## config.mk

```make
export PLATFORM = sky130hd
export DESIGN_NAME = vga_timing_gen
export DESIGN_NICKNAME = d
export VERILOG_FILES = /design/src/rtl/vga_timing_gen.sv
export SDC_FILE = /design/constraint.sdc
export NUM_CORES = 1
export LEC_CHECK = 0
export CAP_MARGIN = 20
export CELL_PAD_IN_SITES_DETAIL_PLACEMENT = 1
export CELL_PAD_IN_SITES_GLOBAL_PLACEMENT = 2
export CORE_UTILIZATION = 37
export DETAILED_ROUTE_END_ITERATION = 6
export PLACE_DENSITY = 0.86
export SLEW_MARGIN = 20
export SYNTH_ARGS = -nofsm -noshare
export SYNTH_HDL_FRONTEND = slang
export SYNTH_SLANG_ARGS = --single-unit
export TNS_END_PERCENT = 100
```

## constraint.sdc

```tcl
create_clock -name clk_in -period 2.6 [get_ports clk_in]
set_clock_uncertainty 0.2 [all_clocks]
set_input_delay 0.52 -clock clk_in [delete_from_list [all_inputs] [get_ports clk_in]]
set_output_delay 0.52 -clock clk_in [all_outputs]
set_load 0.02 [all_outputs]
```

## src/rtl/vga_timing_gen.sv

```systemverilog
// VGA raster timing generator: horizontal/vertical counters with per-axis phase FSMs
// and registered sync, blanking, coordinate and start-of-line/frame outputs.
module vga_timing_gen #(
    parameter int H_ACTIVE = 640,
    parameter int H_FP     = 16,
    parameter int H_SYNC   = 96,
    parameter int H_BP     = 48,
    parameter int V_ACTIVE = 480,
    parameter int V_FP     = 10,
    parameter int V_SYNC   = 2,
    parameter int V_BP     = 33,
    parameter bit SYNC_POL = 1'b0,
    parameter int CW       = 10
) (
    input  logic          clk_in,
    input  logic          reset,
    input  logic          enable,
    output logic          hsync,
    output logic          vsync,
    output logic          active,
    output logic [CW-1:0] x,
    output logic [CW-1:0] y,
    output logic          line_start,
    output logic          frame_start
);

    localparam int H_TOTAL = H_ACTIVE + H_FP + H_SYNC + H_BP;
    localparam int V_TOTAL = V_ACTIVE + V_FP + V_SYNC + V_BP;

    // Each phase ends on the count just before the next phase boundary.
    localparam logic [CW-1:0] H_END_ACT  = CW'(H_ACTIVE - 1);
    localparam logic [CW-1:0] H_END_FP   = CW'(H_ACTIVE + H_FP - 1);
    localparam logic [CW-1:0] H_END_SYNC = CW'(H_ACTIVE + H_FP + H_SYNC - 1);
    localparam logic [CW-1:0] H_LAST     = CW'(H_TOTAL - 1);
    localparam logic [CW-1:0] V_END_ACT  = CW'(V_ACTIVE - 1);
    localparam logic [CW-1:0] V_END_FP   = CW'(V_ACTIVE + V_FP - 1);
    localparam logic [CW-1:0] V_END_SYNC = CW'(V_ACTIVE + V_FP + V_SYNC - 1);
    localparam logic [CW-1:0] V_LAST     = CW'(V_TOTAL - 1);

    typedef enum logic [1:0] {PH_ACTIVE, PH_FRONT, PH_SYNC, PH_BACK} phase_t;

    logic [CW-1:0] h_cnt_q, h_cnt_d, v_cnt_q, v_cnt_d;
    phase_t        h_ph_q, h_ph_d, v_ph_q, v_ph_d;
    logic          h_wrap;

    logic          hsync_q, hsync_d, vsync_q, vsync_d, active_q, active_d;
    logic [CW-1:0] x_q, x_d, y_q, y_d;
    logic          line_start_q, line_start_d, frame_start_q, frame_start_d;

    always_ff @(posedge clk_in or posedge reset) begin
        if (reset) begin
            h_cnt_q <= '0;
            v_cnt_q <= '0;
            h_ph_q  <= PH_ACTIVE;
            v_ph_q  <= PH_ACTIVE;
        end else if (enable) begin
            h_cnt_q <= h_cnt_d;
            v_cnt_q <= v_cnt_d;
            h_ph_q  <= h_ph_d;
            v_ph_q  <= v_ph_d;
        end
    end

    always_comb begin
        h_wrap  = (h_cnt_q == H_LAST);
        h_cnt_d = h_wrap ? '0 : h_cnt_q + CW'(1);
        v_cnt_d = v_cnt_q;
        if (h_wrap) begin
            v_cnt_d = (v_cnt_q == V_LAST) ? '0 : v_cnt_q + CW'(1);
        end
    end

    always_comb begin
        h_ph_d = h_ph_q;
        case (h_ph_q)
            PH_ACTIVE: if (h_cnt_q == H_END_ACT)  h_ph_d = PH_FRONT;
            PH_FRONT:  if (h_cnt_q == H_END_FP)   h_ph_d = PH_SYNC;
            PH_SYNC:   if (h_cnt_q == H_END_SYNC) h_ph_d = PH_BACK;
            PH_BACK:   if (h_wrap)                h_ph_d = PH_ACTIVE;
            default:                              h_ph_d = PH_ACTIVE;
        endcase

        // The vertical phase only moves on the edge that ends a line.
        v_ph_d = v_ph_q;
        if (h_wrap) begin
            case (v_ph_q)
                PH_ACTIVE: if (v_cnt_q == V_END_ACT)  v_ph_d = PH_FRONT;
                PH_FRONT:  if (v_cnt_q == V_END_FP)   v_ph_d = PH_SYNC;
                PH_SYNC:   if (v_cnt_q == V_END_SYNC) v_ph_d = PH_BACK;
                PH_BACK:   if (v_cnt_q == V_LAST)     v_ph_d = PH_ACTIVE;
                default:                              v_ph_d = PH_ACTIVE;
            endcase
        end
    end

    always_comb begin
        hsync_d       = (h_ph_q == PH_SYNC) ? SYNC_POL : ~SYNC_POL;
        vsync_d       = (v_ph_q == PH_SYNC) ? SYNC_POL : ~SYNC_POL;
        active_d      = (h_ph_q == PH_ACTIVE) && (v_ph_q == PH_ACTIVE);
        x_d           = h_cnt_q;
        y_d           = v_cnt_q;
        line_start_d  = (h_cnt_q == '0);
        frame_start_d = (h_cnt_q == '0) && (v_cnt_q == '0);
    end

    // Outputs describe the pre-edge position, one clock behind the counters.
    always_ff @(posedge clk_in or posedge reset) begin
        if (reset) begin
            hsync_q       <= ~SYNC_POL;
            vsync_q       <= ~SYNC_POL;
            active_q      <= 1'b0;
            x_q           <= '0;
            y_q           <= '0;
            line_start_q  <= 1'b0;
            frame_start_q <= 1'b0;
        end else if (enable) begin
            hsync_q       <= hsync_d;
            vsync_q       <= vsync_d;
            active_q      <= active_d;
            x_q           <= x_d;
            y_q           <= y_d;
            line_start_q  <= line_start_d;
            frame_start_q <= frame_start_d;
        end
    end

    assign hsync       = hsync_q;
    assign vsync       = vsync_q;
    assign active      = active_q;
    assign x           = x_q;
    assign y           = y_q;
    assign line_start  = line_start_q;
    assign frame_start = frame_start_q;

endmodule

```

==> results.py <==
metrics = {
    "outcome": {
        "status": "completed",
    },
    "final_layout": {
        "insertedDiodeCount": 0,
        "final_cells": 324,
        "final_core_util": 0.4653,
        "drive_above_1_share": 0.1943,
        "area_growth_pct": 21.78,
        "design_area_um2": 2938,
        "layout.nets": 262,
    },
    "floorplan": {
        "die_area_um2": 6847,
        "io_pins": 28,
        "fp.dieH_um": 82.75,
        "core_area_um2": 6314,
        "start_util": 0.3821,
        "fp.dieW_um": 82.75,
        "fp-row-count": 29,
    },
    "route": {
        "first_iter_violations": 76,
        "routed_wl_um": 5199,
        "dr.pass1.iters": 4,
        "wire_per_inst_um": 16.05,
        "route.vias.total": 1722,
        "viasPerCell": 5.315,
        "drc": 0,
        "antenna_left": 0,
    },
    "sta": {
        "period_share": 0.8682,
        "setup_viol": 0,
        "hold_viol": 0,
        "tns_ps": 0,
        "worst_pin_slew_ps": 472.1,
        "slew_viol_final": 0,
        "rsz0062_at_grt": "false",
        "layout_setup_ws_ps": 342.7,
        "hold_ws_ps": 293.3,
        "finalCriticalPeriod_ps": 2257,
        "fmax_mhz": 443.0,
        "slew_headroom": 0.6824,
    },
    "setup_path": {
        "crit_buf_inv": 0,
        "critPathMaxStageDelay_ps": 460,
        "arrival_ps": 2250,
        "worst_path_max_delay_cell": "or4_1",
        "cp-startpoint": "h_cnt_q[1]$_DFFE_PP0P_",
        "crit_required_ps": 2600,
        "r2r-start": "h_cnt_q[1]$_DFFE_PP0P_",
        "crit_family": "simple AND/OR/NAND/NOR gates",
        "cp_max_fo": 5,
        "rrSetupSlack_ps": 340,
        "endpoint_kind": "register",
        "timing.rr.end": "h_ph_q[1]$_DFFE_PP0P_",
        "start_kind": "register",
        "crit_cells": 6,
        "reg2reg_depth": 6,
        "worstSetupPathType": "register to register",
        "critPathCapture": "h_ph_q[1]$_DFFE_PP0P_",
        "crit_chain": "ha_1 > nand3_1 > or4_1 > o21ai_2 > o211a_4 > mux2_4",
    },
    "clocking": {
        "htreeDepth": 2,
        "clk_latency_ps": 300,
        "clock-sinks": 49,
        "post_cts_resized": 0,
        "path_clk_slew_ps": 90,
        "ctsHoldBuffers": 0,
        "cts_buffers": 5,
        "cts_tree": "built",
        "clk_path_buf_depth": 2,
        "cts_setup_buffers": 0,
        "cts_root_buf": "clkbuf_8",
    },
    "global_routing": {
        "use_met2": 0.2672,
        "antenna_found_initial": 0,
        "grt_pass1_vias": 1688,
        "grt_overflow": 0,
        "grt_pass1_wl_um": 8466,
        "busiest_layer": "met2",
        "use_met3": 0.03297,
        "track_usage": 0.1669,
        "use_met1": 0.2230,
        "grt_max_degree": 32,
    },
    "placed_design": {
        "placed_cells": 316,
        "pre_cts_ws_ps": 143.7,
        "place_area_um2": 2818,
        "place_congestion": 0.8261,
        "portBuffers": 27,
        "detailed_place_hpwl_um": 3692,
    },
    "synth": {
        "synth-async-reset-ratio": 1.000,
        "yosysUniqueCellTypes": 45,
        "yosys_most_used_dff": "dfrtp_1",
        "yosysTopAreaCellShare": 0.4876,
        "netlist_area_um2": 2412,
        "syn_nets": 227,
        "avgSynthCellArea_um2": 11.43,
        "yosys.area.top_type": "dfrtp_1",
        "ys_warn_count": 0,
        "synth-edff-count": 0,
        "postSynthCellCount": 211,
        "ys_seq_area_frac": 0.5093,
        "synth_seq_cells": 49,
        "ys_top_cells_by_area": "dfrtp_1 49%, mux2_2 10%, ha_1 6.7%, inv_1 2.5%, nand3_1 2.3%",
    },
    "power_and_ir_drop": {
        "power_density_nw_per_um2": 668.7,
        "totalPowerFinal_mw": 1.964,
        "vdd_drop_max_mv": 0.3941,
        "cellLeakagePower_nw": 1.297,
    },
    "min_path": {
        "hp-class": "register to register",
        "min-delay-start": "hsync$_DFFE_PP1P_",
    },
    "run": {
        "drv_cap": 0,
    },
}
placed cells by master (no fill, tap or decap), types with 4 or more instances in the layout:
| cell type | count |
|---|---|
| buf_4 | 6 |
| clkbuf_8 | 6 |
| clkdlybuf4s50_1 | 27 |
| dfrtp_1 | 47 |
| ha_1 | 13 |
| inv_1 | 15 |
| mux2_2 | 22 |
| nand2_1 | 10 |
| nand3_1 | 11 |
| nand4_1 | 5 |
| nor2_1 | 11 |
| nor3_1 | 4 |
| o21ai_0 | 10 |
| xnor2_1 | 6 |
| xor2_1 | 5 |
cell families (layout without fill, tap and decap cells):
family | Yosys count | in the layout | share of synthesized area
AOI/OAI and AO/OA | 26 | 26 | 0.06899
xor gates and xnor gates | 11 | 11 | 0.03994
adders and majority gates | 13 | 13 | 0.06743
buffers and inverters | 22 | 58 | 0.03579
DFF | 49 | 49 | 0.5093
muxes | 25 | 25 | 0.1172
and+or+nand+nor | 65 | 65 | 0.1613
worst min-delay path by stage:
stage / end / slack, ps / cells after the start
after floorplan: v_cnt_q[9]$_DFFE_PP0P_ / 280 / 1
final: hsync$_DFFE_PP1P_ / 290 / 2
after global placement: hsync$_DFFE_PP1P_ / 280 / 2
after CTS: hsync$_DFFE_PP1P_ / 300 / 2
after detailed placement: hsync$_DFFE_PP1P_ / 280 / 2
after global routing: hsync$_DFFE_PP1P_ / 310 / 2
synthesized netlist by cell type, types with 3 or more instances:
library cell / instances
dfrtp_1: 47
buf_2: 3
nor4_1: 3
buf_1: 3
and3_1: 3
xnor2_1: 6
o21ai_0: 10
nand3_1: 11
mux2_2: 22
xor2_1: 5
nand2_1: 10
o22ai_1: 3
nand4_1: 5
a21oi_1: 3
ha_1: 13
nor2_1: 11
inv_1: 16
nor3_1: 4
final cells by class:
cell class,count,area [um2]
fillers,701,3376
flip-flops and latches,49,1229
multi-input cells,140,1097
repair buffers,34,335.3
well taps,77,96.34
clock buffers,6,82.58
inverters,16,60.06
clock inverters,2,37.54
metal layers:
layer,part of all wire,up-vias
li1,-,813
met1,0.46,867
met2,0.49,34
met3,0.033,8
met4,0.015,0
met5,0,-
where the power goes:
part,leakage (nW),total [mW],switching [mW],internal [mW]
Combinational,0.615,0.424,0.207,0.218
Clock,0.0574,0.576,0.263,0.313
Sequential,0.625,0.964,0.105,0.858
Total,1.30,1.96,0.575,1.39
worst min-delay path, stage by stage (launching register included):
cell and delay [ps]:
dfstp_2 380, nor2_1 80, a21oi_1 40
sequential cells by signal (all words and copies together) (netlist names):
| name | cells |
|---|---|
| h_cnt_q | 10 |
| v_cnt_q | 10 |
| x | 10 |
| y | 10 |
| h_ph_q | 2 |
| v_ph_q | 2 |
| active | 1 |
| frame_start | 1 |
| hsync | 1 |
| line_start | 1 |
| vsync | 1 |
Power figures use the tool's default switching activity.
